**src/rtl/cache_mem_arbiter.sv**
```systemverilog
// cache_mem_arbiter: shares one RAM port between icache and dcache traffic, d priority, error/timeout flag (optional fairness via ARB_FAIR_EN); ports: CLK/nRST, i-side iREN/iaddr/iload/iwait, d-side dREN/dWEN/daddr/dstore/dload/dwait, RAM ramREN/ramWEN/ramaddr/ramstore/ramload/ramstate, arb_err
module cache_mem_arbiter #(
  parameter int ADDR_W = 32,
  parameter int DATA_W = 32,
  parameter int TIMEOUT = 255,
  parameter int STARVE_LIMIT = 4
) (
  input  logic              CLK,
  input  logic              nRST,
  input  logic              iREN,
  input  logic [ADDR_W-1:0] iaddr,
  output logic [DATA_W-1:0] iload,
  output logic              iwait,
  input  logic              dREN,
  input  logic              dWEN,
  input  logic [ADDR_W-1:0] daddr,
  input  logic [DATA_W-1:0] dstore,
  output logic [DATA_W-1:0] dload,
  output logic              dwait,
  output logic              ramREN,
  output logic              ramWEN,
  output logic [ADDR_W-1:0] ramaddr,
  output logic [DATA_W-1:0] ramstore,
  input  logic [DATA_W-1:0] ramload,
  input  logic [1:0]        ramstate,
  output logic              arb_err
);
  localparam int CW = $clog2(TIMEOUT + 1);
  typedef enum logic [1:0] {IDLE, IGRANT, DGRANT} state_t;
  state_t state, state_n;
  logic [CW-1:0] cnt, cnt_n;
  logic set_err, req, pick_i;
  wire dreq = dREN | dWEN;
  wire acc = ramstate == 2'd2;
  wire rerr = ramstate == 2'd3;
  wire igr = state == IGRANT;
  wire dgr = state == DGRANT;
  wire tout = cnt == CW'(TIMEOUT - 1);
  wire idone = igr & iREN & acc;
  wire ddone = dgr & dreq & acc;
`ifdef ARB_FAIR_EN
  localparam int FW = $clog2(STARVE_LIMIT + 1);
  logic [FW-1:0] fcnt;
  always_ff @(posedge CLK or posedge nRST)
    if (nRST) fcnt <= '0;
    else if (idone || (state == IDLE && !iREN)) fcnt <= '0;
    else if (ddone && iREN && fcnt != FW'(STARVE_LIMIT)) fcnt <= fcnt + 1'b1;
  assign pick_i = iREN & (~dreq | (fcnt == FW'(STARVE_LIMIT)));
`else
  localparam int unused_starve = STARVE_LIMIT;
  assign pick_i = iREN & ~dreq;
`endif
  always_comb begin
    state_n = state;
    set_err = 1'b0;
    req = igr ? iREN : dreq;
    if (state == IDLE) state_n = pick_i ? IGRANT : dreq ? DGRANT : IDLE;
    else begin
      if (!req || acc || rerr || tout) state_n = IDLE;
      set_err = rerr | (tout & ~acc & req) | (dgr & dREN & dWEN);
    end
    // counter only runs while a grant is held; leaving a grant clears it
    cnt_n = (state != IDLE && state_n == state) ? cnt + 1'b1 : '0;
  end
  always_ff @(posedge CLK or posedge nRST)
    if (nRST) begin
      state <= IDLE;
      cnt <= '0;
      arb_err <= 1'b0;
    end else begin
      state <= state_n;
      cnt <= cnt_n;
      arb_err <= arb_err | set_err;
    end
  assign ramREN = igr ? iREN : dgr ? dREN & ~dWEN : 1'b0;
  assign ramWEN = dgr & dWEN;
  assign ramaddr = igr ? iaddr : dgr ? daddr : '0;
  assign ramstore = dgr ? dstore : '0;
  assign iload = igr ? ramload : '0;
  assign dload = dgr ? ramload : '0;
  assign iwait = ~idone;
  assign dwait = ~ddone;
endmodule

```
**config.mk**
```make
export PLATFORM = sky130hd
export DESIGN_NAME = cache_mem_arbiter
export DESIGN_NICKNAME = d
export VERILOG_FILES = /design/src/rtl/cache_mem_arbiter.sv
export SDC_FILE = /design/constraint.sdc
export NUM_CORES = 1
export LEC_CHECK = 0
export CORE_AREA = 2 2 105 107
export CTS_CLUSTER_DIAMETER = 30
export DETAILED_ROUTE_END_ITERATION = 12
export DIE_AREA = 0 0 107 109
export SYNTH_ARGS = -nofsm -noshare
export SYNTH_HDL_FRONTEND = slang
export SYNTH_SLANG_ARGS = --single-unit
```
**constraint.sdc**
```tcl
create_clock -name CLK -period 4.7 [get_ports CLK]
set_clock_uncertainty 0.1 [all_clocks]
set_input_delay 0.705 -clock CLK [delete_from_list [all_inputs] [get_ports CLK]]
set_output_delay 0.705 -clock CLK [all_outputs]
set_load 0.005 [all_outputs]
```
==> flow_summary.yaml <==
status:
  run_status: "completed"
timing:
  worstMarginPinSlew_ns: 0.741
  drv_slew: 0
  setup_tns_ns: 0
  period_needed_ns: 3.31
  finalSetupViolCount: 0
  period_share_pct: 70.4
  hold_viol_final: 0
  clock.fmax_mhz: 302
  fin_hold_ws_ns: 0.416
  rsz0062_at_grt: "false"
  max_slew_margin_pct: 50.5
critical_path:
  r2r_slack_ns: 3.01
  path_max_fanout: 49
  cp.buffers_inverters: 2
  cp_slowest_cell: "and2b_2"
  crit_required_ns: 3.89
  r2r_end: "cnt[4]"
  crit_chain: "and2b_2, buf_4, and2_1, clkdlybuf4s50_1"
  crit_type: "flip-flop to output port"
  crit_path_start_kind: "flip-flop"
  cp-end-kind: "output port"
  reg2reg_depth: 4
  cpPeakStageDelay_ns: 0.72
  arrival_ns: 2.50
  r2r-start: "state[1]"
  cp_top_family: "buffers and inverters"
yosys:
  synth.top_cell.area_share_pct: 38.9
  avgSynthCellArea_sq_um: 7.43
  synthesis.area_sq_mm: 0.00156
  ys_top_cells_by_area: "and2_1, a22o_1, dfrtp_1"
  yosysWarnings: 0
  yosysSeqAreaShare_pct: 17.6
  synth_cells: 210
  synth_seq_cells: 11
  synth_top_area_cell: "and2_1"
  synth_fp_nets: 347
  ys_types: 29
route:
  drtPass1Iterations: 4
  wl_per_cell_um: 14.6
  drc: 0
  routed_wl_um: 8860
  drt_first_iter_violations: 114
  via_per_inst: 4.14
  postRouteAntennaNets: 0
  vias: 2504
global_route:
  grtUsageMet1_pct: 15.9
  grtUsageTotal_pct: 13.2
  use_met3_pct: 3.29
  grt_overflow: 0
  antenna_found_initial: 0
  grt.busiest_layer: "met2"
  use_met2_pct: 24.3
  grt_first_pass_wirelength_um: 12300
  grt_max_degree: 50
  grt_pass1_vias: 2270
power_and_ir_drop:
  pwr-share-seq_pct: 10.6
  ir_worst_vdd_uv: 145
  switchingPower_uw: 377
  intPower_uw: 782
  swShare_pct: 32.6
  powerDensity_mw_per_mm2: 263
  leakage_uw: 0.00170
  power_frac_clock_pct: 8.4
  comb_power_share_pct: 81.0
hold_path:
  min_path_type: "flip-flop to flip-flop"
  hp-start: "cnt[0]"
  min_path_cells: 1
  hold_end: "cnt[0]"
clock_network:
  cts_tree: "yes"
  cts-root-buf: "clkbuf_8"
  path_clk_slew_ns: 0.05
  cts_resized: 0
  cts.htree.levels: 1
  cts_buffer_depth: 2
  numClockSinks: 11
  cts_setup_buffers: 0
  cts_made_buffers: 3
  clk_latency_ns: 0.24
  ctsHoldBuffers: 0
die:
  core-area_sq_mm: 0.0106
  die-area_sq_mm: 0.0117
  io_pins: 268
  die_w_um: 107
  rows: 38
  chipHeight_um: 109
  start_util_pct: 14.7
placed_design:
  gp_congestion: 0.795
  port_buffers: 267
  place_inst: 601
  place_area_sq_mm: 0.00436
  hpwl_um: 7460
cells_and_area:
  nNetsFinal: 603
  final_cell_area_sq_mm: 0.00440
  syn2layout_area_growth_pct: 182
  fillers: 1059
  num_antenna_cells: 0
  layout-drive-gt1-share_pct: 2.37
  layout.cells.non_filler: 605
job:
  drv_cap: 0
## cell type report
type	instances	area [sq um]	area share [%]
Multi-Input combinational cell	178	1200	27.3
Clock buffer	4	45.0	1.02
Sequential cell	11	275	6.26
Timing Repair Buffer	270	2700	61.2
Tap cell	140	175	3.98
Inverter	2	7.51	0.171
## state kept, by name, indices dropped and copies added (netlist names)
name     flops
arb_err      1
state        2
cnt          8
## worst register-to-register path, cell delays in order (launching register included)
cell	delay, ns
dfrtp_1	0.45
nand2b_1	0.19
a211oi_2	0.22
or3b_1	0.51
nor2_1	0.15
## placed cells by master (no fill, tap or decap), types with 3 or more instances in the layout
cell type / netlist / layout
xor2_1: 3 / 3
clkdlybuf4s50_1: 0 / 267
nand2_1: 6 / 6
xnor2_1: 3 / 3
buf_4: 0 / 3
clkbuf_8: 0 / 3
nor2_1: 11 / 11
dfrtp_1: 11 / 11
a22o_1: 33 / 33
and2_1: 97 / 97
nand3_1: 5 / 5
## worst max-delay path by stage
stage / slack (ns) / cells past startpoint / to / start
6_report: 1.39 / 4 / dload[0] / state[0]
5_1_grt: 1.19 / 4 / dload[0] / state[1]
4_1_cts: 1.35 / 4 / dload[0] / state[0]
3_5_place_dp: 1.61 / 4 / dload[0] / state[0]
3_3_place_gp: 1.64 / 4 / dload[0] / state[0]
2_1_floorplan: 2.69 / 4 / ramaddr[10] / state[0]
## metrics by stage
stage | total power, uW | util [%] | setup slack, ns
floorplan | 455 | - | 2.69
global placement | 1070 | 41.1 | 1.64
detailed placement | 1080 | 41.1 | 1.61
CTS | 1180 | 41.5 | 1.35
global route | 1240 | 41.5 | 1.19
finish | 1160 | 41.5 | 1.39
## cells by family (layout without fill, tap and decap cells)
logic type | Yosys count | count (layout) | share of synthesized area (%)
xor gates and xnor gates | 6 | 6 | 3.37
buffers and inverters | 21 | 276 | 5.85
AOI/OAI and AO/OA | 39 | 39 | 21.5
DFF | 11 | 11 | 17.6
adders and majority gates | 2 | 2 | 1.60
and+or+nand+nor | 131 | 131 | 50.0
## synthesized netlist by cell type (all sizes together)
cell    instances
a21o            1
o21ai           1
inv             2
nand2           6
a22o           33
nor3            2
nor2b           3
or2             1
a211oi          1
xor2            3
xnor2           3
a21oi           1
nor2           11
ha              2
and2           97
clkbuf         13
and4            2
a32o            1
or3b            1
nand2b          1
nor3b           1
buf             6
nand3           5
and2b           1
dfrtp          11
a31oi           1
## routing by layer
| metal | wire [um] | vias up |
|---|---|---|
| li1 | - | 1217 |
| met5 | 0 | - |
| met1 | 3430 | 1156 |
| met3 | 763 | 6 |
| met2 | 4610 | 125 |
| met4 | 55 | 0 |
## power by group through the flow
stage	Combinational (uW)	Sequential [uW]	Clock (uW)
final	939	123	97.2
after global routing	1010	126	104
after CTS	955	123	100
after detailed placement	951	124	0
after global placement	947	124	0
after floorplan	335	120	0
Note: power is estimated with default switching activity, not from simulation.
